## config.mk

```make
export PLATFORM = sky130hd
export DESIGN_NAME = bcd_count_ctrl_flat
export DESIGN_NICKNAME = d
export VERILOG_FILES = /design/src/rtl/bcd_count_ctrl_if.sv /design/src/rtl/bcd_count_ctrl.sv /design/src/flat_wrapper.sv
export SDC_FILE = /design/constraint.sdc
export NUM_CORES = 1
export LEC_CHECK = 0
export CORE_AREA = 3 3 78 80
export CTS_CLUSTER_SIZE = 28
export DETAILED_ROUTE_END_ITERATION = 8
export DIE_AREA = 0 0 81 83
export GPL_TIMING_DRIVEN = 0
export PLACE_DENSITY_LB_ADDON = 0.15
export SLEW_MARGIN = 20
export SYNTH_ARGS = -nofsm -noshare
export SYNTH_HDL_FRONTEND = slang
export SYNTH_SLANG_ARGS = --single-unit
```

## constraint.sdc

```tcl
create_clock -name clk -period 3.3 [get_ports clk]
set_input_delay 0.33 -clock clk [delete_from_list [all_inputs] [get_ports clk]]
set_output_delay 0.33 -clock clk [all_outputs]
set_load 0.05 [all_outputs]
```

## src/rtl/bcd_count_ctrl_if.sv

```systemverilog
// Bus bundle for the BCD event counter: count source, commands, live count
// and the multiplexed display outputs.
interface bcd_count_ctrl_if #(
  parameter int DIGITS = 4
);
  logic                  cnt_in;
  logic                  clear;
  logic                  load;
  logic [4*DIGITS-1:0]   load_val;
  logic                  latch;
  logic [4*DIGITS-1:0]   value;
  logic                  carry;
  logic                  overflow;
  logic [3:0]            seg_d;
  logic [DIGITS-1:0]     dig_sel;

  modport master (
    output cnt_in, clear, load, load_val, latch,
    input  value, carry, overflow, seg_d, dig_sel
  );

  modport slave (
    input  cnt_in, clear, load, load_val, latch,
    output value, carry, overflow, seg_d, dig_sel
  );
endinterface

```

## src/rtl/bcd_count_ctrl.sv

```systemverilog
// Multi-digit BCD event counter with snapshot latch and a time-multiplexed
// digit scanner for an LED/decoder stage.
module bcd_count_ctrl #(
  parameter int DIGITS   = 4,
  parameter int SCAN_DIV = 1000,
  parameter bit BLANK_LZ = 1'b1
) (
  input  logic           clk,
  input  logic           reset,
  bcd_count_ctrl_if.slave bus
);

  localparam int VAL_W = 4 * DIGITS;
  localparam int IDX_W = (DIGITS > 1) ? $clog2(DIGITS) : 1;
  localparam int PRE_W = $clog2(SCAN_DIV);
  localparam logic [IDX_W-1:0] IDX_LAST = IDX_W'(DIGITS - 1);
  localparam logic [PRE_W-1:0] PRE_LAST = PRE_W'(SCAN_DIV - 1);

  // Out-of-range preset nibbles collapse to zero so the count stays valid BCD.
  function automatic logic [3:0] bcd_sanitize(input logic [3:0] nib);
    return (nib > 4'd9) ? 4'd0 : nib;
  endfunction

  // Returns {carry_out, next_digit} for one decade stage.
  function automatic logic [4:0] bcd_inc(input logic [3:0] d, input logic ci);
    if (!ci)
      return {1'b0, d};
    if (d >= 4'd9)
      return {1'b1, 4'd0};
    return {1'b0, d + 4'd1};
  endfunction

  logic               cnt_sync_p0;
  logic               cnt_sync_p1;
  logic               cnt_prev_p2;
  logic               cnt_en;

  logic [VAL_W-1:0]   value_q;
  logic [VAL_W-1:0]   value_inc;
  logic [VAL_W-1:0]   load_clean;
  logic               wrap;
  logic               carry_q;
  logic               ovf_q;

  logic [VAL_W-1:0]   disp_q;

  logic [PRE_W-1:0]   pre_q;
  logic [IDX_W-1:0]   idx_q;
  logic [DIGITS-1:0]  zero_from;
  logic [3:0]         seg_d;
  logic [DIGITS-1:0]  dig_sel;

  // Stage p0..p2: synchronizer plus edge-detect history; reset high so a
  // held-high input does not produce a count on reset release.
  always_ff @(posedge clk or posedge reset) begin
    if (reset) begin
      cnt_sync_p0 <= 1'b1;
      cnt_sync_p1 <= 1'b1;
      cnt_prev_p2 <= 1'b1;
    end else begin
      cnt_sync_p0 <= bus.cnt_in;
      cnt_sync_p1 <= cnt_sync_p0;
      cnt_prev_p2 <= cnt_sync_p1;
    end
  end

  assign cnt_en = cnt_sync_p1 & ~cnt_prev_p2;

  always_comb begin
    logic       c;
    logic [4:0] r;
    c          = cnt_en;
    r          = '0;
    value_inc  = value_q;
    load_clean = '0;
    for (int i = 0; i < DIGITS; i++) begin
      r                     = bcd_inc(value_q[4*i +: 4], c);
      value_inc[4*i +: 4]   = r[3:0];
      c                     = r[4];
      load_clean[4*i +: 4]  = bcd_sanitize(bus.load_val[4*i +: 4]);
    end
    wrap = c;
  end

  // Count register: clear beats load beats count.
  always_ff @(posedge clk or posedge reset) begin
    if (reset) begin
      value_q <= '0;
      carry_q <= 1'b0;
      ovf_q   <= 1'b0;
    end else if (bus.clear) begin
      value_q <= '0;
      carry_q <= 1'b0;
      ovf_q   <= 1'b0;
    end else if (bus.load) begin
      value_q <= load_clean;
      carry_q <= 1'b0;
      ovf_q   <= 1'b0;
    end else begin
      value_q <= value_inc;
      carry_q <= wrap;
      if (wrap)
        ovf_q <= 1'b1;
    end
  end

  // Snapshot takes the pre-update count, so a coincident command never leaks in.
  always_ff @(posedge clk or posedge reset) begin
    if (reset)
      disp_q <= '0;
    else if (bus.latch)
      disp_q <= value_q;
  end

  always_ff @(posedge clk or posedge reset) begin
    if (reset) begin
      pre_q <= '0;
      idx_q <= '0;
    end else if (pre_q == PRE_LAST) begin
      pre_q <= '0;
      idx_q <= (idx_q == IDX_LAST) ? '0 : idx_q + 1'b1;
    end else begin
      pre_q <= pre_q + 1'b1;
    end
  end

  // Display decode: purely from registers so seg_d and dig_sel move together.
  always_comb begin
    logic z;
    z         = 1'b1;
    zero_from = '0;
    seg_d     = '0;
    for (int i = DIGITS - 1; i >= 0; i--) begin
      z            = z & (disp_q[4*i +: 4] == 4'd0);
      zero_from[i] = z;
    end
    for (int i = 0; i < DIGITS; i++) begin
      if (idx_q == IDX_W'(i))
        seg_d = (BLANK_LZ && (i != 0) && zero_from[i]) ? 4'hF : disp_q[4*i +: 4];
    end
    dig_sel = DIGITS'(1) << idx_q;
  end

  assign bus.value    = value_q;
  assign bus.carry    = carry_q;
  assign bus.overflow = ovf_q;
  assign bus.seg_d    = seg_d;
  assign bus.dig_sel  = dig_sel;

endmodule

```

## src/flat_wrapper.sv

```systemverilog
// flat-port wrapper written by rule: the top's interface ports become plain ports
module bcd_count_ctrl_flat 
#(
  parameter int DIGITS   = 4,
  parameter int SCAN_DIV = 1000,
  parameter bit BLANK_LZ = 1'b1
)
  (clk, reset, bus_cnt_in, bus_clear, bus_load, bus_load_val, bus_latch, bus_value, bus_carry, bus_overflow, bus_seg_d, bus_dig_sel);
  bcd_count_ctrl_if #(.DIGITS(DIGITS)) bus_i ();
  input  logic clk;
  input  logic reset;
  input wire logic [$bits(bus_i.cnt_in)-1:0] bus_cnt_in;
  input wire logic [$bits(bus_i.clear)-1:0] bus_clear;
  input wire logic [$bits(bus_i.load)-1:0] bus_load;
  input wire logic [$bits(bus_i.load_val)-1:0] bus_load_val;
  input wire logic [$bits(bus_i.latch)-1:0] bus_latch;
  output wire logic [$bits(bus_i.value)-1:0] bus_value;
  output wire logic [$bits(bus_i.carry)-1:0] bus_carry;
  output wire logic [$bits(bus_i.overflow)-1:0] bus_overflow;
  output wire logic [$bits(bus_i.seg_d)-1:0] bus_seg_d;
  output wire logic [$bits(bus_i.dig_sel)-1:0] bus_dig_sel;
  assign bus_i.cnt_in = bus_cnt_in;
  assign bus_i.clear = bus_clear;
  assign bus_i.load = bus_load;
  assign bus_i.load_val = bus_load_val;
  assign bus_i.latch = bus_latch;
  assign bus_value = bus_i.value;
  assign bus_carry = bus_i.carry;
  assign bus_overflow = bus_i.overflow;
  assign bus_seg_d = bus_i.seg_d;
  assign bus_dig_sel = bus_i.dig_sel;
  bcd_count_ctrl #(.DIGITS(DIGITS), .SCAN_DIV(SCAN_DIV), .BLANK_LZ(BLANK_LZ)) u_core (.clk(clk), .reset(reset), .bus(bus_i));
endmodule
```

# [After elaboration in Yosys (flattened, before gate mapping)]
# Index checks and enable logic that the tools add are counted.
[classes] n_shift=1 n_reduce_logical=5 n_mux=44 mul=0 div_mod_pow=0 eq_ne=4 n_addsub=6 n_bitwise=4 n_lt_le_gt_ge=8
[ops] op="2-to-1 mux 5 bit" count=16
[ops] op="2-to-1 mux 4 bit" count=11
[ops] op="2-to-1 mux 16 bit" count=2
[ops] op="adder 4 x 1 -> 4 bit, second input constant" count=4
[ops] op=">= comparator 4 bit, second input constant" count=4
[ops] op="> comparator 4 bit, second input constant" count=4
[ops] op="2-to-1 mux 1 bit" count=13
[ops] op="logical NOT 4 bit" count=3
[ops] op="adder 10 x 1 -> 10 bit, second input constant" count=1
[ops] op="equality test 10 bit, second input constant" count=1
[ops] op="2-to-1 mux 10 bit" count=1
[ops] op="equality test 2 bit, second input constant" count=2
[ops] op="<< shifter 1 x 2 -> 4 bit, first input constant" count=1
[ops] op="AND 1 bit" count=3
[ops] op="nonzero test 3 bit" count=1
[ops] op="adder 2 x 1 -> 2 bit, second input constant" count=1
[ops] op="equality test 2 x 1 -> 1 bit, second input constant" count=1
[ops] op="logical NOT 2 bit" count=1
[ops] op="2-to-1 mux 2 bit" count=1
[ops] op="inverter 1 bit" count=1
[totals] ff_bits=49 latch_bits=0 out_inout_bits=26 wordCells=81 ramBits=0 n_memories=0 rom_bits=0

# [Depth between registers and ports, before layout]
# Gate-level depths: netlist (run 1).
[logic_depth] ltp_word=21 mapped_depth=9 ltp_nobuf=7

# [Worst setup path before layout (run 1)]
# No wires, ideal clock.
[synth_path] path_kind="flip-flop to output port" start="reg u_core.idx_q[0]" end="out bus_seg_d[0]" arrival_time_ns=2.115 setup_slack_ns=0.855 stages_incl_launch_ff=6 path_cell_list="dfrtp_1 -> inv_1 -> ha_1 -> buf_1 -> a21oi_1 -> a21oi_1"
[synth_via] elab_chain_len=5
[synth_rtl] item="start: declaration" line="bcd_count_ctrl.sv:48" rtl="logic [IDX_W-1:0] idx_q;"
[synth_rtl] item="start signal: assignment" line="bcd_count_ctrl.sv:121" rtl="idx_q <= (idx_q == IDX_LAST) ? '0 : idx_q + 1'b1;"
[synth_rtl] item="logical NOT 2 bit" line="bcd_count_ctrl.sv:138" rtl="if (idx_q == IDX_W'(i))"
[synth_rtl] item="2-to-1 mux 4 bit (3 in series)" line="bcd_count_ctrl.sv:138"
[synth_rtl] item="2-to-1 mux 4 bit (*)" line="bcd_count_ctrl.sv:138"
[synth_rtl] item="end: declaration" line="flat_wrapper.sv:20" rtl="output wire logic [$bits(bus_i.seg_d)-1:0] bus_seg_d;"
# Every way passes the cells marked *; elsewhere a longest branch is shown, timed or not.

# [Worst setup path in the final report (run 1)]
[layout_path] start="reg u_core.disp_q[13]" end="out bus_seg_d[3]"
[layout_via] elab_chain_len=7
[layout_rtl] item="start: declaration" line="bcd_count_ctrl.sv:45" rtl="logic [VAL_W-1:0] disp_q;"
[layout_rtl] item="start signal: assignment" line="bcd_count_ctrl.sv:112" rtl="disp_q <= value_q;"
[layout_rtl] item="logical NOT 4 bit (*)" line="bcd_count_ctrl.sv:134" rtl="z = z & (disp_q[4*i +: 4] == 4'd0);"
[layout_rtl] item="AND 1 bit (2 in series)" line="bcd_count_ctrl.sv:134"
[layout_rtl] item="2-to-1 mux 4 bit" line="bcd_count_ctrl.sv:139" rtl="seg_d = (BLANK_LZ && (i != 0) && zero_from[i]) ? 4'hF : disp_q[4*i +: 4];"
[layout_rtl] item="2-to-1 mux 4 bit (2 in series)" line="bcd_count_ctrl.sv:138"
[layout_rtl] item="2-to-1 mux 4 bit (*)" line="bcd_count_ctrl.sv:138"
# Marks and branches as above.

==> impl_metrics.tcl, run 1 <==
set metrics [dict create \
    critPathKind "reg -> out" \
    cts_tree "yes" \
    gr-usage-met3 0.0401 \
    synth-seq-cells 49 \
    io_buffers 46 \
    start_util 0.507 \
    rows 27 \
    ant_nets 0 \
    fin_worst_skew_ns 0.00740 \
    yosysTopAreaCell "dfrtp_1" \
    fillers 499 \
    synth_commonest_cells "dfrtp_1 (46), nor2_1 (27), a21oi_1 (24)" \
    power.leakage_uw 0.00153 \
    pwr-share-seq 0.499 \
    crit_start "u_core.disp_q[13]" \
    async_flop_share 1.00 \
    min_period_over_period 0.913 \
    io_pins 48 \
    die_w_um 81 \
    grt_pass1_vias 2164 \
    status "complete, no violations" \
    cap_violations 0 \
    synth_area_leaders "dfrtp_1 (41%), ha_1 (7.7%), mux2_2 (6.9%)" \
    avgViaCountPerCell 5.55 \
    synth_ff_type "dfrtp_1" \
    rsz0062_at_grt "no" \
    area_growth_pct 24.7 \
    clock.fmax_mhz 332 \
    critPathRequiredTime_ns 2.97 \
    place_hpwl_um 4520 \
    crit_slowest_cell "clkdlybuf4s50_1" \
    max_stage_delay_ns 0.81 \
    syn_avg_cell_area_um2 9.71 \
    drt-pass1-iter-count 4 \
    use_met1 0.268 \
    cts.sinks 49 \
    power_uw 1310 \
    fp.dieH_um 83 \
    vias 2294 \
    p_sw_frac 0.260 \
    reg2reg_from "u_core.bus.value[0]" \
    post_cts_buffers 0 \
    tns_ns 0 \
    drt_wl_total_um 5920 \
    start_kind "register" \
    synth.most_common_cell "dfrtp_1" \
    ir_drop_mv 0.178 \
    p_per_area_nw_per_um2 377 \
    final_core_util 0.633 \
    p_sw_uw 340 \
    path_cells "nor4_1 > nand2_1 > o21ai_0 > o21ai_0 > a21oi_1 > clkdlybuf4s50_1" \
    crit_path_max_fanout 5 \
    synth.net_count 325 \
    grt_max_degree 34 \
    grt_pass1_wl_um 10100 \
    cell_internal_pwr_uw 967 \
    drv_slew 0 \
    insertedDiodeCount 0 \
    min_period_ns 3.01 \
    clkPwrFrac 0.332 \
    drc 0 \
    worstMarginPinSlew_ns 0.539 \
    setup_viol 0 \
    synth.top_cell.area_share 0.415 \
    busiest_layer "met2" \
    cp_data_arrival_time_ns 2.68 \
    synth_cells 286 \
    clk_latency_ns 0.29 \
    drive_above_1_share 0.106 \
    synth_area_um2 2780 \
    detail_route.wl_per_cell_um 14.3 \
    first_iter_violations 113 \
    gp_congestion 0.768 \
    endpoint_kind "output pin" \
    post_cts_resized 0 \
    overflow 0 \
    cts-buffers-inserted 5 \
    die_area_um2 6720 \
    clk_pin_slew_ns 0.09 \
    hold_class "in -> async" \
    grt_usage 0.187 \
    cts-htree-levels 2 \
    max-slew-margin-rel 0.640 \
    final-hold-violation-count 0 \
    cts_hold_buf 0 \
    grt_use_met2 0.294 \
    coreArea_um2 5470 \
    comb_power_share 0.168 \
    antenna_found_initial 0 \
    ys_seq_area_frac 0.443 \
    crit_top_cell "o21ai_0" \
    synth_warnings 0 \
    nNetsFinal 379 \
    synth_cell_types 51 \
    synth_edf_count 0 \
    cts_root_buf "clkbuf_8" \
    clock_path_buffers 2 \
]
[critical path, delay by kind of cell (launching register included)]
family                 cells  cell delay [ns]
AND/OR/NAND/NOR            2             0.51
AO/OA/AOI/OAI              3             0.66
flip-flops                 1             0.41
buffers and inverters      1             0.81
[power by group through the flow]
stage / registers (uW) / clock network, uW / logic, uW
final: 653 / 434 / 220
after global routing: 657 / 473 / 242
after CTS: 653 / 448 / 222
after detailed placement: 664 / 0 / 220
after global placement: 664 / 0 / 215
after floorplan: 686 / 0 / 112
[layout make-up]
type | count | area, um2 | share of cell area
Clock buffer | 7 | 86.3 | 0.0249
Multi-Input combinational cell | 211 | 1430 | 0.414
Inverter | 16 | 60.1 | 0.0173
Timing Repair Buffer | 47 | 480 | 0.139
Sequential cell | 49 | 1230 | 0.355
Clock inverter | 1 | 30.0 | 0.00867
Tap cell | 72 | 90.1 | 0.0260
Buffer | 10 | 52.6 | 0.0152
[cell families (layout without fill, tap and decap cells)]
group	after synthesis	count (layout)	synth area share
simple gates	103	103	0.203
buf+inv	26	81	0.0406
mux	17	17	0.0689
flops	49	49	0.443
fa+ha+maj	17	17	0.0766
compound gates	67	67	0.146
xor+xnor	7	7	0.0221
[routing by layer]
metal | part of all wire | wire (um) | vias to the layer above
li1 | - | - | 1133
met1 | 0.48 | 2830 | 1097
met2 | 0.47 | 2790 | 62
met3 | 0.048 | 285 | 2
met4 | 0.0032 | 19 | 0
met5 | 0 | 0 | -
[registers in the layout (all words and copies together) (netlist names)]
signal / flops
u_core.cnt_sync_p0: 1
u_core.idx_q: 2
u_core.disp_q: 16
u_core.bus.value: 16
u_core.cnt_sync_p1: 1
u_core.cnt_prev_p2: 1
u_core.bus.carry: 1
u_core.pre_q: 10
u_core.bus.overflow: 1
[final timing paths]
kind / end / slack (ns) / cells after the start
worst max register to register: u_core.bus.value[14] / 1.01 / 8
worst max-delay path: bus_seg_d[3] / 0.29 / 6
max in group asynchronous: u_core.cnt_sync_p0 / 2.39 / 3
worst min-delay path: u_core.pre_q[6] / 0.33 / 2
worst min register to register: u_core.cnt_sync_p1 / 0.35 / 0
min in group clk: u_core.cnt_sync_p1 / 0.35 / 0
[per-stage QoR]
| stage | setup slack (ns) | instances | hold WS (ns) | instance area [um2] |
|---|---|---|---|---|
| after floorplan | 0.855 | 286 | 0.334 | 2780 |
| after global placement | 0.668 | 404 | 0.347 | 3330 |
| after detailed placement | 0.622 | 405 | 0.353 | 3350 |
| after CTS | 0.276 | 413 | 0.339 | 3460 |
| after global routing | 0.00969 | 413 | 0.353 | 3460 |
| final | 0.286 | 413 | 0.330 | 3460 |
[layout by cell type (no fill, tap or decap), types with 5 or more instances in the layout]
cell type,synthesis,final
mux2_2,17,17
nand3_1,19,19
clkdlybuf4s50_1,0,46
o21ai_0,19,19
clkbuf_8,0,6
nand3b_1,5,5
and3_1,5,5
nor2_1,27,27
dfrtp_1,46,46
a21oi_1,24,24
nand2_1,12,12
ha_1,17,17
inv_1,16,15
xnor2_1,5,5
clkbuf_1,7,8
nand2b_1,8,8
Power figures use the tool's default switching activity.
==> inputs of run 2 (changes only) <==
- PLACE_DENSITY: unset -> 0.87
- PLACE_DENSITY_LB_ADDON: 0.15 -> unset
==> run 2 against run 1 <==
Clock power is 16% lower; sequential power about the same; sequential cell count is the same; global-route usage is 0.45 points higher; worst setup slack lost 0.0042 ns; critical endpoint is now bus_seg_d[1]; largest cell class unchanged.
==> impl_metrics.tcl, run 2 (same netlist as run 1, synthesis figures left out) <==
set metrics [dict create \
    io_pins 48 \
    status "complete, no violations" \
    grt_usage 0.192 \
    area_growth_pct 24.0 \
    start_util 0.507 \
    worst_slack_ns 0.282 \
    cts_tree "yes" \
    dp_slack_ns 0.606 \
    post_cts_buffers 0 \
    grt_pass1_vias 2197 \
    drc 0 \
    power.leakage_uw 0.00152 \
    p_per_area_nw_per_um2 360 \
    insertedDiodeCount 0 \
    clock.fmax_mhz 331 \
    min_period_over_period 0.914 \
    overflow 0 \
    first_iter_violations 102 \
    rsz0062_at_grt "no" \
    final_cell_count_no_fill 413 \
    clock_path_buffers 2 \
    post_cts_resized 0 \
    drv_slew 0 \
    nNetsFinal 379 \
    min_period_ns 3.02 \
    cts_root_buf "clkbuf_8" \
    critPathRequiredTime_ns 2.97 \
    cts.sinks 49 \
    die_area_um2 6720 \
    max-slew-margin-rel 0.644 \
    clk_latency_ns 0.30 \
    drt-pass1-iter-count 4 \
    cap_violations 0 \
    coreArea_um2 5470 \
    layout_common_cells "clkdlybuf4s50_1 (46), dfrtp_1 (46), nor2_1 (27), a21oi_1 (24)" \
    grt_max_degree 30 \
    final-hold-violation-count 0 \
    post-place-cells 405 \
    ir_drop_mv 0.197 \
    avgViaCountPerCell 5.63 \
    cp_data_arrival_time_ns 2.69 \
    tns_ns 0 \
    grt_pass1_wl_um 10300 \
    drt_wl_total_um 6040 \
    vias 2327 \
    cts_hold_buf 0 \
    crit_path_max_fanout 5 \
    detail_route.wl_per_cell_um 14.6 \
    antenna_found_initial 0 \
    drive_above_1_share 0.109 \
    start_kind "register" \
    holdWs_ns 0.362 \
    place_hpwl_um 4640 \
    ant_nets 0 \
    endpoint_kind "output pin" \
    critPathKind "reg -> out" \
    cts-buffers-inserted 5 \
    fin_worst_skew_ns 0.00473 \
    io_buffers 46 \
    worstMarginPinSlew_ns 0.533 \
    cts-htree-levels 2 \
    fillers 461 \
    gp_congestion 0.827 \
    clk_pin_slew_ns 0.08 \
    die_w_um 81 \
    setup_viol 0 \
    hold_class "in -> async" \
    fp.dieH_um 83 \
    power_uw 1240 \
    rows 27 \
]
## run 2: cell types whose count changed in the layout (fill, tap and decap cells not counted), sizes merged
cell    before  now
clkinv       0    2
clkbuf      14   13
bufinv       1    0
## run 2: layer usage
metal / wire length [um] / GRT usage
met5: 0 / 0
met4: 66 / 0.0538
met3: 288 / 0.0412
met2: 2970 / 0.302
met1: 2720 / 0.264
## run 2: through the flow
stage	cell area, um2	utilization
finish	3440	0.629
global route	3440	0.629
CTS	3440	0.629
detailed placement	3350	0.612
global placement	3330	0.608
floorplan	2780	-
## run 2: cell type report
class	count	area, um2	area share
buffer	10	52.6	0.0153
clock inverter	2	13.8	0.00400
sequential	49	1230	0.357
tap	72	90.1	0.0262
timing repair buffer	47	480	0.140
clock buffer	6	82.6	0.0240
multi-input combinational	211	1430	0.416
inverter	16	60.1	0.0174
## run 2: power breakdown
| group | internal (uW) | switching, uW | total, uW | leakage [uW] |
|---|---|---|---|---|
| sequential | 625 | 27.9 | 653 | 0.000644 |
| combinational | 95.4 | 127 | 222 | 0.000825 |
| clock | 170 | 196 | 366 | 0.0000512 |
| total | 890 | 351 | 1240 | 0.00152 |
## run 2: path summary, 6_finish.rpt
path                                           from                   end  slack, ns  cells after the start
worst max-delay path              u_core.disp_q[13]          bus_seg_d[1]       0.28                      6
worst min-delay path                          reset     u_core.disp_q[12]       0.36                      2
worst max register to register  u_core.bus.value[0]  u_core.bus.value[14]       0.97                      8
worst min register to register   u_core.cnt_sync_p0    u_core.cnt_sync_p1       0.36                      0
max in group asynchronous                     reset   u_core.bus.value[6]       2.44                      3
min in group clk                 u_core.cnt_sync_p0    u_core.cnt_sync_p1       0.36                      0
## run 2: worst max-delay path, stage by stage, from the launching register on
cell and delay [ns]:
dfrtp_1 0.41, nor4_1 0.35, nand2_1 0.18, o21ai_0 0.31
o21ai_0 0.12, a21oi_1 0.19, clkdlybuf4s50_1 0.83
==> patch (flow settings as in run 1) <==
Make the reset (`reset`) synchronous in 4 clocked blocks.
--- a/src/rtl/bcd_count_ctrl.sv
+++ b/src/rtl/bcd_count_ctrl.sv
@@ -52,7 +52,7 @@
 
   // Stage p0..p2: synchronizer plus edge-detect history; reset high so a
   // held-high input does not produce a count on reset release.
-  always_ff @(posedge clk or posedge reset) begin
+  always_ff @(posedge clk) begin
     if (reset) begin
       cnt_sync_p0 <= 1'b1;
       cnt_sync_p1 <= 1'b1;
@@ -83,7 +83,7 @@
   end
 
   // Count register: clear beats load beats count.
-  always_ff @(posedge clk or posedge reset) begin
+  always_ff @(posedge clk) begin
     if (reset) begin
       value_q <= '0;
       carry_q <= 1'b0;
@@ -105,14 +105,14 @@
   end
 
   // Snapshot takes the pre-update count, so a coincident command never leaks in.
-  always_ff @(posedge clk or posedge reset) begin
+  always_ff @(posedge clk) begin
     if (reset)
       disp_q <= '0;
     else if (bus.latch)
       disp_q <= value_q;
   end
 
-  always_ff @(posedge clk or posedge reset) begin
+  always_ff @(posedge clk) begin
     if (reset) begin
       pre_q <= '0;
       idx_q <= '0;
Check against the original RTL: differs if reset is asserted again (counterexample within 4 cycles, from zero or initial values and one cycle with reset high); with reset held inactive, the same outputs for 10 cycles.
==> patch against run 1 <==
- sequential cell count unchanged
- largest cell class unchanged
- total power down 13%
- non-clock buffer count is 4 higher
- highest routed layer unchanged
- register-to-register slack improved by 0.13 ns
- sequential share of layout area down 6.5 points
- worst hold slack improved by 0.11 ns
- clock power decreased by 17%
- worst setup slack worse by 0.074 ns
- sequential power down 5.7%
- critical endpoint is now bus_seg_d[0]
- wire length is 14% higher
- synthesized area fell by 0.45%
- first-iteration DRC count increased by 30%
- final area down 2.3%
==> patch: results (changes against run 1) <==
status: "finished clean"  # unchanged
seq_area_frac_synth_pct: 35.49  # was 44.30%
synthTopCellsByCount: "dfxtp_1 (49), nor2_1 (49), a21oi_1 (21), mux2i_1 (18)"  # was dfrtp_1 (46), nor2_1 (27), a21oi_1 (24), nand3_1 (19), o21ai_0 (19)
placed_cell_area_sq_mm: 0.003294  # was 0.003347 sq mm
fillers: 502  # was 499
first_global_vias: 2290  # was 2164
insertion_delay_ns: 0.30
cts_buffers: 5  # unchanged
synth_ff_type: "dfxtp_1"  # was dfrtp_1
cp.arrival_ns: 2.76  # was 2.68 ns
skew_ns: 0.006139  # was 0.007397 ns
grt_max_degree: 17  # was 34
ys.warnings.count: 0  # unchanged
place.detailed.hpwl_mm: 5.035  # was 4.523 mm
via_per_inst: 5.562  # was 5.554
grt_pass1_wl_mm: 11.03  # was 10.11 mm
crit_fanout: 7  # was 5
cts_setup_buffers: 0  # unchanged
async_flop_share_pct: 0  # was 100.0%
drive_gt1_share_pct: 6.283  # was 10.56%
globalplace.congestion: 0.8691  # was 0.7678
hold_path_class: "flip-flop to flip-flop"  # was input port to asynchronous set/reset pin
portBuffers: 44  # was 46
power_leakage_nw: 1.283  # was 1.527 nW
synth_fp_nets: 369  # was 325
final_nets: 420  # was 379
ys_types: 55  # was 51
peakVddDrop_uv: 314.5  # was 177.7 uV
track_usage_pct: 20.39  # was 18.71%
drtPass1Iterations: 4  # unchanged
path_clk_slew_ns: 0.10
place_ws_ns: 0.5483  # was 0.6215 ns
first_iter_violations: 147  # was 113
synthTopCellsByArea: "dfxtp_1 (35%), ha_1 (7.7%), nor2_1 (6.7%)"  # was dfrtp_1 (41%), ha_1 (7.7%), mux2_2 (6.9%)
post_cts_resized: 0  # unchanged
tightest_slew_ns: 0.5712  # was 0.5387 ns
routed_wl_mm: 6.757  # was 5.922 mm
patch: kinds of logic after synthesis:
| kind of cell | count (synthesis) | share of synthesized area, % |
|---|---|---|
| buffers and inverters | 34 | 5.206 |
| DFF | 49 | 35.49 |
| muxes | 18 | 6.519 |
| AOI/OAI and AO/OA | 81 | 19.83 |
| and+or+nand+nor | 123 | 22.73 |
| adders and majority gates | 17 | 7.696 |
| xor gates and xnor gates | 8 | 2.535 |
patch: path summary, 6_finish.rpt:
path                                     from                                end  slack (ns)  depth (start not counted)
max            u_core.disp_q[15]$_SDFFE_PP0P_                       bus_seg_d[0]        0.21                          6
min             u_core.cnt_sync_p0$_SDFF_PP1_      u_core.cnt_sync_p1$_SDFF_PP1_        0.44                          1
max reg2reg  u_core.bus.value[1]$_SDFFE_PP0P_  u_core.bus.value[10]$_SDFFE_PP0P_        1.14                          7
min reg2reg     u_core.cnt_sync_p0$_SDFF_PP1_      u_core.cnt_sync_p1$_SDFF_PP1_        0.44                          1
patch: routing by layer:
| metal | track usage (%) | up-vias | routed length [um] |
|---|---|---|---|
| met4 | 5.223 | 0 | 59 |
| met3 | 3.905 | 5 | 400 |
| met1 | 28.47 | 1155 | 3272 |
| met2 | 31.96 | 83 | 3026 |
| met5 | 0 | - | 0 |
| li1 | - | 1282 | - |
patch: cell type report:
cell class | instances | area, sq um | share of cell area, %
sequential | 49 | 980.9 | 28.98
clock buffer | 5 | 68.82 | 2.033
buffer | 17 | 80.08 | 2.366
clock inverter | 3 | 21.27 | 0.6285
timing repair buffer | 44 | 440.4 | 13.01
multi-input combinational | 247 | 1639 | 48.43
tap | 72 | 90.09 | 2.662
inverter | 17 | 63.81 | 1.885
patch: report_power, final:
part / switching [mW] / internal [mW] / leakage, nW
registers: 0.0133 / 0.602 / 0.397
logic: 0.0947 / 0.0676 / 0.842
clock network: 0.210 / 0.151 / 0.0445
total: 0.318 / 0.821 / 1.28
patch: critical path, cell delays in order (launching register included):
cell,delay [ns]
dfxtp_1,0.34
or4_4,0.53
buf_6,0.15
o41ai_4,0.36
o21ai_1,0.11
a21oi_1,0.16
clkdlybuf4s50_1,0.82
patch: stage by stage:
step                      hold WS [ns]  cells
final                           0.4395    454
after global routing            0.4724    454
after CTS                       0.4398    454
after detailed placement        0.4138    446
after global placement          0.4131    446
after floorplan                 0.3895    330
